[src/rtl/key_pkg.sv]
// rtl/key_pkg.sv - shared defaults and per-key FSM state encoding for key_debounce
package key_pkg;

    localparam int KEY_W_DEF   = 4;
    localparam int CNT_MAX_DEF = 1_000_000;

    typedef enum logic [1:0] {
        UP      = 2'd0,
        FILT_DN = 2'd1,
        DOWN    = 2'd2,
        FILT_UP = 2'd3
    } key_st_e;

endpackage

[src/rtl/key_filter.sv]
// rtl/key_filter.sv - one key's debounce FSM, stability counter and event pulses
module key_filter
    import key_pkg::*;
#(
    parameter int CNT_MAX = CNT_MAX_DEF
) (
    input  logic clk,
    input  logic rst,
    input  logic sync,
    output logic key_state,
    output logic key_press,
    output logic key_release,
    output logic press_nxt
);

    localparam int                CNT_W    = $clog2(CNT_MAX);
    localparam logic [CNT_W-1:0]  CNT_LAST = CNT_W'(CNT_MAX - 1);

    key_st_e          st;
    logic [CNT_W-1:0] cnt;

    // Lets the top register any_press on the same edge that key_press rises.
    assign press_nxt = !rst && (st == FILT_DN) && !sync && (cnt == CNT_LAST);

    always_ff @(posedge clk) begin
        if (rst) begin
            st          <= UP;
            cnt         <= '0;
            key_state   <= 1'b0;
            key_press   <= 1'b0;
            key_release <= 1'b0;
        end else begin
            key_press   <= 1'b0;
            key_release <= 1'b0;
            case (st)
                UP: begin
                    if (!sync) begin
                        st  <= FILT_DN;
                        cnt <= '0;
                    end
                end
                FILT_DN: begin
                    if (sync) begin
                        st  <= UP;
                        cnt <= '0;
                    end else if (cnt == CNT_LAST) begin
                        st        <= DOWN;
                        cnt       <= '0;
                        key_state <= 1'b1;
                        key_press <= 1'b1;
                    end else begin
                        cnt <= cnt + CNT_W'(1);
                    end
                end
                DOWN: begin
                    if (sync) begin
                        st  <= FILT_UP;
                        cnt <= '0;
                    end
                end
                FILT_UP: begin
                    if (!sync) begin
                        st  <= DOWN;
                        cnt <= '0;
                    end else if (cnt == CNT_LAST) begin
                        st          <= UP;
                        cnt         <= '0;
                        key_state   <= 1'b0;
                        key_release <= 1'b1;
                    end else begin
                        cnt <= cnt + CNT_W'(1);
                    end
                end
                default: begin
                    st  <= UP;
                    cnt <= '0;
                end
            endcase
        end
    end

endmodule

[src/rtl/key_debounce.sv]
// rtl/key_debounce.sv - synchronizes active-low key pins and debounces each key independently
module key_debounce
    import key_pkg::*;
#(
    parameter int KEY_W   = KEY_W_DEF,
    parameter int CNT_MAX = CNT_MAX_DEF
) (
    input  logic             clk,
    input  logic             rst,
    input  logic [KEY_W-1:0] key,
    output logic [KEY_W-1:0] key_state,
    output logic [KEY_W-1:0] key_press,
    output logic [KEY_W-1:0] key_release,
    output logic             any_press
);

    logic [KEY_W-1:0] sync_q1;
    logic [KEY_W-1:0] sync_q2;
    logic [KEY_W-1:0] press_nxt;

    // Reset to all ones so released keys never look like a press afterwards.
    always_ff @(posedge clk) begin
        if (rst) begin
            sync_q1 <= '1;
            sync_q2 <= '1;
        end else begin
            sync_q1 <= key;
            sync_q2 <= sync_q1;
        end
    end

    for (genvar i = 0; i < KEY_W; i++) begin : g_key
        key_filter #(
            .CNT_MAX (CNT_MAX)
        ) u_filter (
            .clk         (clk),
            .rst         (rst),
            .sync        (sync_q2[i]),
            .key_state   (key_state[i]),
            .key_press   (key_press[i]),
            .key_release (key_release[i]),
            .press_nxt   (press_nxt[i])
        );
    end

    always_ff @(posedge clk) begin
        if (rst) begin
            any_press <= 1'b0;
        end else begin
            any_press <= |press_nxt;
        end
    end

endmodule

[config.mk]
export PLATFORM = sky130hd
export DESIGN_NAME = key_debounce
export DESIGN_NICKNAME = d
export VERILOG_FILES = /design/src/rtl/key_pkg.sv /design/src/rtl/key_filter.sv /design/src/rtl/key_debounce.sv
export SDC_FILE = /design/constraint.sdc
export NUM_CORES = 1
export LEC_CHECK = 0
export CAP_MARGIN = 20
export CORE_UTILIZATION = 55
export CTS_CLUSTER_DIAMETER = 30
export CTS_CLUSTER_SIZE = 8
export DETAILED_ROUTE_END_ITERATION = 10
export PLACE_DENSITY = 0.76
export SETUP_SLACK_MARGIN = 0.5
export SYNTH_ARGS = -nofsm -noshare
export SYNTH_HDL_FRONTEND = slang
export SYNTH_HIERARCHICAL = 1
export SYNTH_SLANG_ARGS = --single-unit
export TNS_END_PERCENT = 100
[constraint.sdc]
create_clock -name clk -period 1.7 [get_ports clk]
set_input_delay 0.255 -clock clk [delete_from_list [all_inputs] [get_ports clk]]
set_output_delay 0.255 -clock clk [all_outputs]
set_load 0.01 [all_outputs]
==> flow_metrics.py, run 1 <==
metrics = {
    "layout": {
        "drive_above_1_share": 0.499,
        "mostFrequentLayoutCells": "buf_4, dfxtp_1, nand2_1",
        "diodes": 0,
        "fin_nets": 799,
        "final_common_cell": "buf_4",
        "instances_no_fill": 927,
        "finalCoreUtilization": 0.836,
        "syn2layout_area_growth_pct": 46.7,
    },
    "synthesis": {
        "synth_edf_count": 0,
        "syn_inst": 630,
        "syn_area_sq_um": 5570,
        "synth_top_family_by_area": "simple AND/OR/NAND/NOR gates",
        "synth_compound_area_frac": 0.141,
        "synth_top_cells_by_area": "dfxtp_1, nand3_1, nand2_1, mux2i_1, nand4_1",
        "synth_xor_area_frac": 0.0386,
        "syn_avg_cell_area_sq_um": 8.84,
        "synth_largest_area_cell": "dfxtp_1",
        "yosysSeqAreaShare": 0.392,
        "synthFlopType": "dfxtp_1",
        "synth-seq-cells": 109,
        "ys_warn_count": 6,
        "muxShareOfSynthArea": 0.0539,
        "synthSimpleGateAreaFrac": 0.315,
        "ys_types": 62,
        "synthAdderAreaFrac": 0.00898,
        "async_flop_share": 0,
        "syn_nets": 640,
        "synth_top_area_share": 0.392,
    },
    "clocking": {
        "clk_latency_ns": 0.40,
        "cts.sinks": 109,
        "cts_tree": "built",
        "cts-buffers-inserted": 9,
        "clkTransAtPathRegs_ns": 0.10,
        "cts_buffer_depth": 2,
        "clock-root-buffer": "clkbuf_8",
        "htree_levels": 3,
        "cts_hold_buf": 0,
    },
    "timing": {
        "setup_ws_ns": -0.188,
        "tightest_slew_ns": 0.476,
        "hold_violations": 0,
        "post-route-period-util": 1.11,
        "maxSlewHeadroom": 0.682,
        "grt_setup_unrepaired": "true",
        "timing.fmax_mhz": 530,
        "hold_ws_ns": 0.212,
        "setup_viol": 71,
        "period_needed_ns": 1.89,
        "finalMaxSlewViolations": 0,
        "clock_skew_ns": 0.0133,
    },
    "outcome": {
        "outcome": "complete, but fails checks",
        "violations": "negative setup slack",
    },
    "global_routing": {
        "grt_max_degree": 17,
        "grt_pass1_wl_mm": 25.1,
        "overflow": 0,
        "grt_util_all_layers": 0.306,
        "antenna_found_initial": 0,
        "grt_pass1_vias": 5382,
    },
    "power": {
        "swShare": 0.249,
        "power_density_nw_per_um2": 550,
        "ir_drop_uv": 669,
        "pwr-share-comb": 0.079,
        "p_leak_nw": 3.09,
        "p_int_mw": 3.38,
        "clkPwrFrac": 0.345,
        "p_switching_mw": 1.12,
        "seqPwrFrac": 0.576,
    },
    "place": {
        "dp_cells": 853,
        "place_congestion": 0.898,
        "portBuffers": 18,
        "dp_hpwl_mm": 9.81,
    },
    "die": {
        "die_w_microns": 103,
        "pin_count": 19,
        "start_util": 0.570,
        "fp.dieH_microns": 103,
        "design.core.area_sq_um": 9770,
        "rows": 36,
        "die_area_sq_um": 10500,
    },
    "min_path": {
        "min_path_type": "in -> reg",
        "worstHoldStart": "rst",
    },
    "critical_path": {
        "path_class": "reg -> reg",
        "worstPathRequired_ns": 1.98,
        "critPathLaunchType": "flip-flop",
        "setup.worst_path.end_class": "flip-flop",
        "cp_max_fo": 5,
        "r2r_start": "g_key[0].u_filter/cnt[6]",
        "startpoint": "g_key[0].u_filter/cnt[6]",
        "arrival_ns": 2.17,
    },
    "routing": {
        "drc": 0,
        "drtIter0Drc": 318,
        "avgViaCountPerCell": 6.38,
        "wl_per_cell_microns": 19.8,
        "drt.antenna.violating_nets": 0,
        "first_pass_iters": 6,
        "route.vias.total": 5915,
        "wl_mm": 18.4,
    },
    "run": {
        "cap_violations": 0,
    },
}
## cell type report
class | count | area [sq um]
multi-input combinational | 470 | 3970
timing repair buffer | 180 | 1510
tap | 133 | 166
sequential | 109 | 2270
clock inverter | 3 | 17.5
inverter | 19 | 71.3
clock buffer | 13 | 170
fill | 518 | 1600
## Yosys cell counts, types with 3 or more instances
| cell type | number |
|---|---|
| a211o_1 | 3 |
| a211oi_1 | 10 |
| a21o_1 | 5 |
| a21oi_1 | 29 |
| a21oi_2 | 3 |
| a22o_1 | 13 |
| a22oi_1 | 3 |
| a311o_1 | 3 |
| a32o_1 | 3 |
| a41o_1 | 3 |
| and2_1 | 3 |
| and3_1 | 12 |
| and4_1 | 8 |
| buf_2 | 13 |
| buf_6 | 6 |
| clkbuf_1 | 11 |
| dfxtp_1 | 109 |
| ha_1 | 4 |
| inv_1 | 19 |
| mux2_2 | 8 |
| mux2i_1 | 21 |
| nand2_1 | 57 |
| nand3_1 | 48 |
| nand3b_1 | 5 |
| nand4_1 | 33 |
| nand4b_1 | 6 |
| nand4bb_1 | 3 |
| nor2_1 | 41 |
| nor3_1 | 21 |
| nor3_2 | 3 |
| nor4_1 | 20 |
| nor4_4 | 4 |
| o21ai_0 | 21 |
| o21ai_1 | 12 |
| o311ai_1 | 3 |
| or2_1 | 11 |
| or3_1 | 3 |
| or3b_2 | 4 |
| or4b_4 | 3 |
| xnor2_1 | 13 |
| xnor2_2 | 3 |
| xor2_1 | 6 |
## power by group through the flow
stage               sequential (mW)  combinational, mW  clock (mW)
floorplan                      2.65              0.197           0
global placement               2.66              0.269           0
detailed placement             2.66              0.276           0
CTS                            2.59              0.304        1.58
global route                   2.59              0.376        1.69
finish                         2.59              0.357        1.55
## registers in the layout, summed over array words and instances, names as in the netlist, named ones only
register                    count
g_key.u_filter/key_release      4
g_key.u_filter/key_press        4
any_press                       1
g_key.u_filter/key_state        4
sync_q1                         4
g_key.u_filter/st               4
g_key.u_filter/cnt             80
sync_q2                         4
## critical path: stages (launching register included)
cell and delay, ns:
dfxtp_2 0.34, or4b_4 0.54, nor4_4 0.19, buf_4 0.21
a311o_1 0.27, a41o_1 0.13, mux2i_1 0.08
## logic make-up after synthesis
group,Yosys count
flip-flops,109
buffers and inverters,52
adder cells (fa/ha/maj),4
AO/OA/AOI/OAI,118
XOR/XNOR,22
AND/OR/NAND/NOR,296
multiplexers,29
## metrics by stage
| step | TNS (ns) | area (sq um) | total power, mW | worst slack [ns] |
|---|---|---|---|---|
| 2_1_floorplan | -1.57 | 6010 | 2.85 | -0.110 |
| 6_report | -4.89 | 8170 | 4.49 | -0.188 |
| 3_3_place_gp | -0.0709 | 6850 | 2.93 | -0.0271 |
| 3_5_place_dp | -2.03 | 6850 | 2.93 | -0.127 |
| 5_1_grt | -8.63 | 8170 | 4.66 | -0.227 |
| 4_1_cts | -3.13 | 7760 | 4.47 | -0.139 |
## per-layer routing
metal,global-route usage,vias up,part of all wire
met5,0,-,0
met4,0.138,0,0.040
met3,0.0786,93,0.067
met2,0.529,308,0.51
met1,0.354,2839,0.38
li1,-,2675,-
## timing repair
action	in CTS	in global routing
pin swaps	64	39
gates cloned	2	1
setup buffers	36	19
gates resized for setup	164	76
endpoints found under the setup margin	114	107
## worst paths after layout
kind	to	slack [ns]	cells past startpoint
worst min-delay path	sync_q2[0]	0.21	2
worst max register to register	g_key[0].u_filter/cnt[18]	-0.19	6
worst min register to register	sync_q2[0]	0.42	1
worst max-delay path	g_key[0].u_filter/cnt[18]	-0.19	6
No activity file was read; power rests on OpenSTA's default activity.
==> run 2, diff against run 1 <==
--- a/config.mk
+++ b/config.mk
@@ -10,7 +10,7 @@
 export CTS_CLUSTER_DIAMETER = 30
 export CTS_CLUSTER_SIZE = 8
 export DETAILED_ROUTE_END_ITERATION = 10
-export PLACE_DENSITY = 0.76
+export PLACE_DENSITY = 0.83
 export SETUP_SLACK_MARGIN = 0.5
 export SYNTH_ARGS = -nofsm -noshare
 export SYNTH_HDL_FRONTEND = slang
==> run 2 against run 1 <==
The flow still finishes with violations (negative setup slack). Maximum frequency down 12%. Non-clock buffer count up 10. Critical path depth up 1. Design area up 4.3%. Largest cell class unchanged.
==> flow_metrics.py, run 2 (synthesized netlist as in run 1, its figures left out) <==
metrics = {
    "clocking": {
        "cts_tree": "built",
        "cts_hold_buf": 0,
        "htree_levels": 3,
        "cts.sinks": 109,
        "cts-buffers-inserted": 9,
        "clk_latency_ns": 0.40,
        "cts_buffer_depth": 2,
        "clkTransAtPathRegs_ns": 0.11,
        "clock-root-buffer": "clkbuf_8",
    },
    "layout": {
        "final_common_cell": "buf_4",
        "instances_no_fill": 937,
        "fin_nets": 809,
        "regMostFlops": "g_key.u_filter/cnt",
        "largest_reg_flops": 80,
        "mostFrequentLayoutCells": "buf_4, dfxtp_1, nand2_1",
        "syn2layout_area_growth_pct": 53.1,
        "drive_above_1_share": 0.537,
        "finalCoreUtilization": 0.872,
        "diodes": 0,
    },
    "run": {
        "cap_violations": 0,
    },
    "timing": {
        "finalMaxSlewViolations": 0,
        "hold_ws_ns": 0.312,
        "period_needed_ns": 2.16,
        "clock_skew_ns": 0.0134,
        "setup_viol": 71,
        "hold_violations": 0,
        "setup_ws_ns": -0.457,
        "post-route-period-util": 1.27,
        "maxSlewHeadroom": 0.712,
        "timing.fmax_mhz": 464,
        "grt_setup_unrepaired": "true",
        "tightest_slew_ns": 0.427,
    },
    "min_path": {
        "holdPathEnd": "sync_q2[0]",
        "holdPathStages": 2,
        "worstHoldStart": "rst",
        "min_path_type": "in -> reg",
    },
    "global_routing": {
        "grt_max_degree": 19,
        "grt_pass1_vias": 5929,
        "grt_util_all_layers": 0.348,
        "antenna_found_initial": 0,
        "overflow": 0,
        "grt_pass1_wl_mm": 28.6,
    },
    "place": {
        "place_congestion": 0.910,
        "portBuffers": 18,
        "dp_hpwl_mm": 9.98,
        "dp_cells": 851,
    },
    "die": {
        "fp.dieH_microns": 103,
        "start_util": 0.570,
        "design.core.area_sq_um": 9770,
        "pin_count": 19,
        "rows": 36,
        "die_w_microns": 103,
        "die_area_sq_um": 10500,
    },
    "power": {
        "power_density_nw_per_um2": 569,
        "ir_drop_uv": 670,
        "p_leak_nw": 3.21,
        "fin_total_pwr_mw": 4.85,
    },
    "outcome": {
        "outcome": "complete, but fails checks",
        "violations": "negative setup slack",
    },
    "routing": {
        "drt.antenna.violating_nets": 0,
        "wl_per_cell_microns": 25.1,
        "drc": 0,
        "wl_mm": 23.6,
        "first_pass_iters": 6,
        "drtIter0Drc": 680,
        "route.vias.total": 6587,
        "avgViaCountPerCell": 7.03,
    },
    "critical_path": {
        "worstPathRequired_ns": 1.99,
        "path_class": "reg -> reg",
        "cp_max_fo": 4,
        "r2r_end": "g_key[0].u_filter/cnt[19]",
        "setup.worst_path.end_class": "flip-flop",
        "critPathLaunchType": "flip-flop",
        "ff2ff_path_depth": 7,
        "arrival_ns": 2.44,
        "cpMostUsedCell": "buf_4",
        "slowest_delay_ns": 0.49,
        "rrSetupSlack_ns": -0.46,
        "slowest_stage": "nor4_1",
        "cp_cell_sequence": "buf_4, nand4_1, nor4_1, buf_4, buf_4, nand4_1, mux2i_1",
        "r2r_start": "g_key[0].u_filter/cnt[10]",
    },
}
-- run 2: changes by cell type in the layout (fill, tap and decap cells not counted), moves of 4 or more --
cell	change
a21oi_2	-4
buf_4	+5
nand2_1	-7
nand2_2	+4
nand3_1	-4
nand3_2	+6
-- run 2: critical path: cells and delay by family (launching register included) --
family	cells	cell delay, ns
buffers and inverters	3	0.51
multiplexers	1	0.27
flip-flops	1	0.42
AND/OR/NAND/NOR	3	0.84
-- run 2: per-stage QoR --
step | setup slack, ns | setup TNS (ns) | cell area, sq um
3_5_place_dp | -0.0885 | -0.734 | 6870
2_1_floorplan | -0.110 | -1.57 | 6010
5_1_grt | -0.540 | -14.35 | 8530
3_3_place_gp | -0.0184 | -0.0351 | 6870
4_1_cts | -0.0858 | -1.37 | 7820
6_report | -0.457 | -10.04 | 8530
-- run 2: where the power goes --
group | switching [mW] | internal [mW]
combinational | 0.245 | 0.194
clock | 0.982 | 0.839
sequential | 0.0262 | 2.56
-- run 2: final cells by class --
type,count,area (sq um)
clock buffer,9,124
timing repair buffer,190,1650
clock inverter,7,98.8
tap,133,166
fill,407,1250
inverter,19,71.3
multi-input combinational,470,4150
sequential,109,2270
-- run 2: repair_timing --
item / CTS / global route
resized for setup: 150 / 126
buffers inserted: 37 / 29
cloned: 2 / 2
endpoints found under the hold margin: 0 / 0
pin swaps: 60 / 49
endpoints found under the setup margin: 114 / 111
-- run 2: worst max path at each step --
stage,slack (ns),from,cells after the start,endpoint
final,-0.46,g_key[0].u_filter/cnt[10],7,g_key[0].u_filter/cnt[19]
after global routing,-0.54,g_key[0].u_filter/cnt[2],7,g_key[0].u_filter/cnt[19]
after CTS,-0.09,g_key[1].u_filter/cnt[6],6,g_key[1].u_filter/cnt[19]
after detailed placement,-0.09,g_key[0].u_filter/cnt[6],6,g_key[0].u_filter/cnt[12]
after global placement,-0.02,g_key[3].u_filter/cnt[10],6,g_key[3].u_filter/key_state
after floorplan,-0.11,g_key[0].u_filter/cnt[11],6,g_key[0].u_filter/cnt[0]
-- run 2: routing by layer --
metal  vias to the layer above  part of all wire  routed length, microns  GRT usage
met5                         -                 0                       0          0
met4                         0             0.071                    1680      0.200
met3                       204              0.11                    2650     0.0827
met2                       599              0.47                   11000      0.591
met1                      3094              0.35                    8250      0.400
li1                       2690                 -                       -          -
==> run 3, diff against run 2 <==
--- a/config.mk
+++ b/config.mk
@@ -8,7 +8,6 @@
 export CAP_MARGIN = 20
 export CORE_UTILIZATION = 55
 export CTS_CLUSTER_DIAMETER = 30
-export CTS_CLUSTER_SIZE = 8
 export DETAILED_ROUTE_END_ITERATION = 10
 export PLACE_DENSITY = 0.83
 export SETUP_SLACK_MARGIN = 0.5
==> results of run 3 <==
The final DEF is identical to that of run 2; final timing and power are the same.
